==> src/rtl/fetch_pc_gen_pkg.sv <==
`default_nettype none
// ============================================================================
// Module   : fetch_pc_gen_pkg
// Brief    : Shared constants, NOP encoding and PC-stage state type for fetch.
// Revision : 1.0 - initial release
// ============================================================================
package fetch_pc_gen_pkg;

    localparam logic [31:0] c_reset_pc    = 32'h4000_0000;
    localparam logic [3:0]  c_bios_region = 4'b0100;
    localparam logic [31:0] c_nop_inst    = 32'h0000_0013;

    typedef enum logic [0:0] {
        BOOT = 1'b0,
        RUN  = 1'b1
    } pc_state_e;

    // Memory select is decided only by the top nibble of the address.
    function automatic logic is_bios(input logic [3:0] addr_hi, input logic [3:0] region);
        return addr_hi == region;
    endfunction

endpackage
`default_nettype wire

==> src/rtl/fetch_pc_gen_if.sv <==
`default_nettype none
// ============================================================================
// Module   : fetch_pc_gen_if
// Brief    : Control inputs and fetch-facing outputs of the PC generator.
// Revision : 1.0 - initial release
// ============================================================================
interface fetch_pc_gen_if;

    logic        stall;
    logic        redirect_valid;
    logic [31:0] redirect_pc;
    logic [31:0] addr_pc;
    logic [31:0] pc;
    logic        inst_sel;
    logic        is_j;
    logic        misalign_err;
    logic [31:0] fetch_count;

    // PC generator side
    modport master (
        input  stall, redirect_valid, redirect_pc,
        output addr_pc, pc, inst_sel, is_j, misalign_err, fetch_count
    );

    // Hazard unit / execute / fetch side
    modport slave (
        output stall, redirect_valid, redirect_pc,
        input  addr_pc, pc, inst_sel, is_j, misalign_err, fetch_count
    );

endinterface
`default_nettype wire

==> src/rtl/fetch_pc_gen_pc_next_mux.sv <==
`default_nettype none
// ============================================================================
// Module   : fetch_pc_gen_pc_next_mux
// Brief    : Next-PC priority mux (redirect > stall > +4) with word alignment.
// Revision : 1.0 - initial release
// ============================================================================
module fetch_pc_gen_pc_next_mux (
    input  wire logic [31:0] i_pc,
    input  wire logic        i_stall,
    input  wire logic        i_redirect_valid,
    input  wire logic [31:0] i_redirect_pc,
    output logic      [31:0] o_next_pc,
    output logic             o_misaligned
);

    logic [31:0] w_seq_pc;

    // Natural 32-bit wrap from 0xFFFF_FFFC to 0 is intended.
    assign w_seq_pc = i_pc + 32'd4;

    always_comb begin
        o_next_pc = w_seq_pc;
        if (i_redirect_valid) begin
            o_next_pc = {i_redirect_pc[31:2], 2'b00};
        end else if (i_stall) begin
            o_next_pc = i_pc;
        end
    end

    assign o_misaligned = i_redirect_valid && (i_redirect_pc[1:0] != 2'b00);

endmodule
`default_nettype wire

==> src/rtl/fetch_pc_gen.sv <==
`default_nettype none
// ============================================================================
// Module   : fetch_pc_gen
// Brief    : PC register, BOOT/RUN sequencing and BRAM read address for fetch.
// Revision : 1.0 - initial release
// ============================================================================
module fetch_pc_gen
    import fetch_pc_gen_pkg::*;
#(
    parameter logic [31:0] RESET_PC    = c_reset_pc,
    parameter logic [3:0]  BIOS_REGION = c_bios_region
) (
    input  wire logic          clk,
    input  wire logic          rst_n,
    fetch_pc_gen_if.master     bus
);

    pc_state_e   r_state;
    logic [31:0] r_pc;
    logic        r_inst_sel;
    logic        r_misalign_err;
    logic [31:0] r_fetch_count;

    logic [31:0] w_mux_pc;
    logic [31:0] w_addr_pc;
    logic        w_misaligned;
    logic        w_run;

    assign w_run = (r_state == RUN);

    fetch_pc_gen_pc_next_mux u_pc_next_mux (
        .i_pc             (r_pc),
        .i_stall          (bus.stall),
        .i_redirect_valid (bus.redirect_valid),
        .i_redirect_pc    (bus.redirect_pc),
        .o_next_pc        (w_mux_pc),
        .o_misaligned     (w_misaligned)
    );

    // BOOT presents the reset address so the BRAM holds its word by the first RUN cycle.
    assign w_addr_pc = w_run ? w_mux_pc : RESET_PC;

    always_ff @(posedge clk or negedge rst_n) begin
        if (!rst_n) begin
            r_state        <= BOOT;
            r_pc           <= RESET_PC;
            r_inst_sel     <= 1'b1;
            r_misalign_err <= 1'b0;
            r_fetch_count  <= 32'd0;
        end else if (!w_run) begin
            r_state <= RUN;
        end else begin
            r_pc       <= w_addr_pc;
            r_inst_sel <= is_bios(w_addr_pc[31:28], BIOS_REGION);
            if (!bus.stall && !bus.redirect_valid) begin
                r_fetch_count <= r_fetch_count + 32'd1;
            end
            if (w_misaligned) begin
                r_misalign_err <= 1'b1;
            end
        end
    end

    assign bus.addr_pc      = w_addr_pc;
    assign bus.pc           = r_pc;
    assign bus.inst_sel     = r_inst_sel;
    // The word at pc is younger than a resolving branch, so it is killed immediately.
    assign bus.is_j         = !w_run || bus.redirect_valid;
    assign bus.misalign_err = r_misalign_err;
    assign bus.fetch_count  = r_fetch_count;

endmodule
`default_nettype wire

==> src/flat_wrapper.sv <==
// flat-port wrapper written by rule: the top's interface ports become plain ports
module fetch_pc_gen_flat import fetch_pc_gen_pkg::*;
#(
    parameter logic [31:0] RESET_PC    = c_reset_pc,
    parameter logic [3:0]  BIOS_REGION = c_bios_region
)
  (clk, rst_n, bus_stall, bus_redirect_valid, bus_redirect_pc, bus_addr_pc, bus_pc, bus_inst_sel, bus_is_j, bus_misalign_err, bus_fetch_count);
  fetch_pc_gen_if bus_i ();
  input  wire logic clk;
  input  wire logic rst_n;
  input wire logic [$bits(bus_i.stall)-1:0] bus_stall;
  input wire logic [$bits(bus_i.redirect_valid)-1:0] bus_redirect_valid;
  input wire logic [$bits(bus_i.redirect_pc)-1:0] bus_redirect_pc;
  output wire logic [$bits(bus_i.addr_pc)-1:0] bus_addr_pc;
  output wire logic [$bits(bus_i.pc)-1:0] bus_pc;
  output wire logic [$bits(bus_i.inst_sel)-1:0] bus_inst_sel;
  output wire logic [$bits(bus_i.is_j)-1:0] bus_is_j;
  output wire logic [$bits(bus_i.misalign_err)-1:0] bus_misalign_err;
  output wire logic [$bits(bus_i.fetch_count)-1:0] bus_fetch_count;
  assign bus_i.stall = bus_stall;
  assign bus_i.redirect_valid = bus_redirect_valid;
  assign bus_i.redirect_pc = bus_redirect_pc;
  assign bus_addr_pc = bus_i.addr_pc;
  assign bus_pc = bus_i.pc;
  assign bus_inst_sel = bus_i.inst_sel;
  assign bus_is_j = bus_i.is_j;
  assign bus_misalign_err = bus_i.misalign_err;
  assign bus_fetch_count = bus_i.fetch_count;
  fetch_pc_gen #(.RESET_PC(RESET_PC), .BIOS_REGION(BIOS_REGION)) u_core (.clk(clk), .rst_n(rst_n), .bus(bus_i));
endmodule
==> config.mk <==
export PLATFORM = sky130hd
export DESIGN_NAME = fetch_pc_gen_flat
export DESIGN_NICKNAME = d
export VERILOG_FILES = /design/src/rtl/fetch_pc_gen_pkg.sv /design/src/rtl/fetch_pc_gen_if.sv /design/src/rtl/fetch_pc_gen_pc_next_mux.sv /design/src/rtl/fetch_pc_gen.sv /design/src/flat_wrapper.sv
export SDC_FILE = /design/constraint.sdc
export NUM_CORES = 1
export LEC_CHECK = 0
export CORE_MARGIN = 4
export CORE_UTILIZATION = 40
export DETAILED_ROUTE_END_ITERATION = 16
export PLACE_DENSITY = 0.83
export SETUP_SLACK_MARGIN = 0.4
export SYNTH_ARGS = -nofsm -noshare
export SYNTH_HDL_FRONTEND = slang
export SYNTH_SLANG_ARGS = --single-unit
==> constraint.sdc <==
create_clock -name clk -period 5.06 [get_ports clk]
set_clock_uncertainty 0.2 [all_clocks]
set_input_delay 0.506 -clock clk [delete_from_list [all_inputs] [get_ports clk]]
set_output_delay 0.506 -clock clk [all_outputs]
set_load 0.05 [all_outputs]
## Yosys cells after proc, flatten, opt, wreduce, memory -nomap -nowiden

Index checks and enable logic that the tools add are counted.

- Reduce and logical (&&, ||, !) cells: 9
- Multiplexer cells: 3
- $add $sub $neg: 2
- Equality and inequality tests: 1

Operators with widths:

| operator | number |
|---|---|
| 32-bit 2-to-1 mux | 3 |
| 32-bit by 1-bit adder with 32-bit output (second input constant) | 1 |
| 32-bit by 3-bit adder with 32-bit output (second input constant) | 1 |
| 4-bit by 3-bit equality test with 1-bit output (second input constant) | 1 |
| 2-bit AND reduction | 2 |
| 1-bit logical NOT | 3 |
| 1-bit logical AND | 2 |
| 2-bit nonzero test | 1 |
| 1-bit logical OR | 1 |

- Register bits after elaboration: 67
- Output and inout port bits: 99
- Word-level logic and storage cells: 20

## Depth between registers and ports, before layout

- Word-level depth: 5
- Depth in mapped cells: 7
- Mapped depth without buffers: 6

## Hierarchy

A second synthesis with hierarchy kept.

- Cell total of the unflattened synthesis: 427
- Area, all modules: 4100.2 sq um

Modules (own cells, without submodules):

| module | area each (sq um) | cells each | instances |
|---|---|---|---|
| fetch_pc_gen | 3014.1 | 243 | 1 |
| fetch_pc_gen_pc_next_mux | 1086.0 | 184 | 1 |

## Least setup slack after synthesis

Ideal clock, no wire load.

- Kind: register to output
- From: register u_core.r_pc[2], in the netlist u_core.bus.pc[2]
- To: output port bus_addr_pc[22]
- Slack: 1038 ps
- Data arrival time: 3316 ps
- Cell stages (with the launch flop): 7
- Data required time: 4354 ps
- Buffers on the path: 0
- Cell sequence: dfrtp_1 > ha_1 > nand4b_4 > or4_4 > nor3_4 > xnor2_1 > a211oi_1

- Cells in the longest elaborated chain, start to end: 4

RTL lines:

| what | line | RTL |
|---|---|---|
| start: declaration | fetch_pc_gen.sv:19 | `logic [31:0] r_pc;` |
| start signal: assignment | fetch_pc_gen.sv:53 | `r_pc <= w_addr_pc;` |
| 32-bit by 3-bit adder with 32-bit output | fetch_pc_gen_pc_next_mux.sv:19 | `assign w_seq_pc = i_pc + 32'd4;` |
| 32-bit 2-to-1 mux | fetch_pc_gen_pc_next_mux.sv:25 | `end else if (i_stall) begin` |
| 32-bit 2-to-1 mux | fetch_pc_gen_pc_next_mux.sv:23 | `if (i_redirect_valid) begin` |
| 32-bit 2-to-1 mux | fetch_pc_gen.sv:41 | `assign w_addr_pc = w_run ? w_mux_pc : RESET_PC;` |
| end: declaration | flat_wrapper.sv:14 | `output wire logic [$bits(bus_i.addr_pc)-1:0] bus_addr_pc;` |

Every way passes these cells.

## Worst setup path in the final report

- From: input port bus_stall
- To: output port bus_addr_pc[29]

- Cells in the longest elaborated chain, start to end: 3

RTL lines:

| what | line | RTL |
|---|---|---|
| start: declaration | flat_wrapper.sv:11 | `input wire logic [$bits(bus_i.stall)-1:0] bus_stall;` |
| 32-bit 2-to-1 mux | fetch_pc_gen_pc_next_mux.sv:25 |  |
| 32-bit 2-to-1 mux | fetch_pc_gen_pc_next_mux.sv:23 |  |
| 32-bit 2-to-1 mux | fetch_pc_gen.sv:41 |  |

Every way passes these cells.

==> run_results.csv <==
group,metric,value,unit
global_route,overflow,0,
synth,synthSimpleGateAreaFrac,24.5,%
placement,finalWeightedCongestion,0.801,
cells_and_area,drive_above_1_share,9.30,%
clock_tree,post_cts_buffers,0,
critical_path,r2r_setup_slack,2.27,ns
global_route,grt_max_degree,68,
synth,avgSynthCellArea,8.96,um^2
critical_path,cp_top_family,"buffers and inverters",
routing,ant_nets,0,
synth,yosysWarnings,0,
cells_and_area,num_antenna_cells,0,
critical_path,worstReg2RegEnd,"u_core.bus.pc[20]$_DFFE_PN0P_",
cells_and_area,fin_util,57.3,%
clock_tree,cts_tree,"built",
cells_and_area,areaGrowthSynthToFinish,39.3,%
synth,yosysSeqAreaShare,39.5,%
clock_tree,cts.sinks,67,
global_route,grt_pass1_wl,20600,um
floorplan,design.core.area,0.0103,mm^2
clock_tree,max-clock-path-buffers,2,
synth,yosys_most_used_dff,"dfrtp_1",
floorplan,num_io_pins,135,
clock_tree,clock-root-buffer,"clkbuf_8",
synth,synth_edf_count,0,
synth,synthTopCellsByCount,"dfrtp_1 (65), nor2_1 (44), nand2_1 (42), xnor2_1 (37), a21oi_1 (29)",
critical_path,required,4.35,ns
job,cap_violations,0,
critical_path,cp_slowest_cell,"clkdlybuf4s50_1",
critical_path,crit_fanout,10,
routing,num_vias,4018,
critical_path,cp-start-kind,"input port",
floorplan,die_w,111,um
floorplan,fp.dieH,111,um
clock_tree,hold_buffers,0,
global_route,grt_usage,19.9,%
critical_path,reg2reg_from,"u_core.r_state$_DFF_PN0_",
floorplan,initial_utilization,41.2,%
sta,max_slew_margin,35.4,%
clock_tree,path_clk_slew,0.08,ns
cells_and_area,multi_input_area,0.00241,mm^2
routing,wl,12200,um
sta,tns,0,ns
floorplan,rows,37,
synth,synth.area.mux_share,0.501,%
synth,synth-seq-cells,67,
synth,syn_nets,512,
synth,synth_compound_area_share,19.3,%
global_route,grt_pass1_vias,4057,
cells_and_area,layout.nets,635,
sta,period_minus_slack,4.29,ns
synth,yosysTopAreaCellShare,38.3,%
synth,synth.most_common_cell,"dfrtp_1",
cells_and_area,regArea,0.00168,mm^2
sta,worst_slew_pin_slew,0.960,ns
pwr,pwr_density_cell,314,mW/mm^2
sta,setup_viol,0,
synth,synth_top_family_by_area,"simple AND/OR/NAND/NOR gates",
routing,avgRoutedWirePerCell,16.6,um
placement,dpl.cell_count,722,
critical_path,path_buf_inv,2,
pwr,peakVddDrop,0.000163,V
synth,synthXorXnorAreaFrac,11.7,%
synth,syn_inst,474,
placement,io_buffer_count,134,
sta,rsz0062_at_grt,"false",
outcome,status,"completed",
clock_tree,cts_resized,0,
clock_tree,cts_buffers,9,
critical_path,path_common_cell,"clkdlybuf4s50_1",
critical_path,ff2ff_path_depth,4,
routing,drcViolationCount,0,
clock_tree,clk_latency,0.34,ns
cells_and_area,fillers,923,
synth,synth_area,0.00425,mm^2
synth,synth_adder_area_share,0.589,%
sta,finalMaxSlewViolations,0,
global_route,antenna_found_initial,0,
pwr,cellLeakagePower,0.00245,uW
sta,max_freq,233,MHz
synth,yosys-top-cells-area,"dfrtp_1 (38%), xnor2_1 (7.6%), xor2_1 (4.1%), nor2_1 (3.9%), nand2_1 (3.7%)",
cells_and_area,fin_cells,738,
clock_tree,htree_levels,3,
critical_path,worstPathArrival,3.58,ns
synth,synth_largest_area_cell,"dfrtp_1",
sta,finalHoldViolCount,0,
synth,synthArstFlopShare,100,%
critical_path,path_class,"input port to output pin",
routing,vias_per_cell,5.44,
routing,first_iter_violations,334,
critical_path,endpoint_kind,"output pin",
worst_hold_path,holdCritPathClass,"input port to async pin",
synth,yosysUniqueCellTypes,56,
critical_path,cpPeakStageDelay,0.90,ns
floorplan,die-area,0.0123,mm^2
critical_path,worstPathCellList,"clkdlybuf4s50_1 > nand4b_2 > nor4_4 > nand2_1 > a211oi_1 > clkdlybuf4s50_1",
routing,drtPass1Iterations,6,
placement,hpwl,8590,um
sta,fin_crit_sh,84.8,%
-- layer usage --
metal	wire, um	track usage [%]
met2	5730	31.1
met3	891	5.90
met4	133	6.08
met5	0	0
met1	5490	26.6
-- state kept, by name, indices dropped and copies added, names as in the netlist --
signal / flops
u_core.bus.fetch_count: 32
u_core.bus.inst_sel: 1
u_core.bus.misalign_err: 1
u_core.bus.pc: 32
u_core.r_state: 1
-- worst reg2reg max path, delay by kind of cell (launching register included) --
family          cells  cell delay [ns]
buf+inv             2             1.18
flops               1             0.88
compound gates      2             0.43
-- per-stage QoR --
stage	cell area [um^2]	worst slack (ns)	total power [uW]	hold slack, ns
global placement	5670	0.891	1300	0.262
detailed placement	5670	0.797	1320	0.279
finish	5920	0.770	1860	0.165
global route	5920	0.513	1940	0.226
floorplan	4250	1.04	1080	0.0104
CTS	5920	0.803	1870	0.182
-- how the worst max path moves through the flow --
stage	slack, ns	from	to	cells past startpoint
after global placement	0.89	bus_stall	bus_addr_pc[21]	7
after floorplan	1.04	u_core.bus.pc[2]$_DFFE_PN0P_	bus_addr_pc[22]	6
after detailed placement	0.80	bus_stall	bus_addr_pc[21]	7
final	0.77	bus_stall	bus_addr_pc[29]	6
after global routing	0.51	bus_stall	bus_addr_pc[27]	7
after CTS	0.80	bus_stall	bus_addr_pc[21]	7
-- cells in the final DEF (no fill, tap or decap), drive strengths merged, types with 5 or more instances in the layout --
cell type / instances
and3: 13
o22a: 9
clkbuf: 10
nor4: 8
nor2: 44
clkdlybuf4s50: 122
nand4: 14
and4: 6
o31ai: 5
xor2: 20
a22o: 5
a22oi: 5
nand2b: 6
a21o: 8
o21ai: 28
a31oi: 9
a211oi: 11
nand2: 42
a21oi: 29
xnor2: 37
inv: 12
o21a: 6
buf: 18
nor3: 10
dfrtp: 65
nand3: 23
-- power by group --
group / switching, uW / internal, uW / leakage [uW]
clock network: 223 / 329 / 0.000117
registers: 92.2 / 587 / 0.000842
logic: 403 / 224 / 0.00149
-- cell type report --
type | count | share of cell area (%)
clock buffer | 10 | 2.16
tap | 136 | 2.88
multi-input combinational | 366 | 40.8
timing repair buffer | 140 | 23.0
clock inverter | 6 | 1.95
inverter | 13 | 0.825
sequential | 67 | 28.4
-- cells by family (layout without fill, tap and decap cells) --
group	after synthesis	in the layout
buffers and inverters	41	169
AOI/OAI and AO/OA	125	125
and+or+nand+nor	179	179
muxes	2	2
xor gates and xnor gates	57	57
adders and majority gates	2	2
other	1	1
DFF	67	67
(Power assumes the default switching activity.)
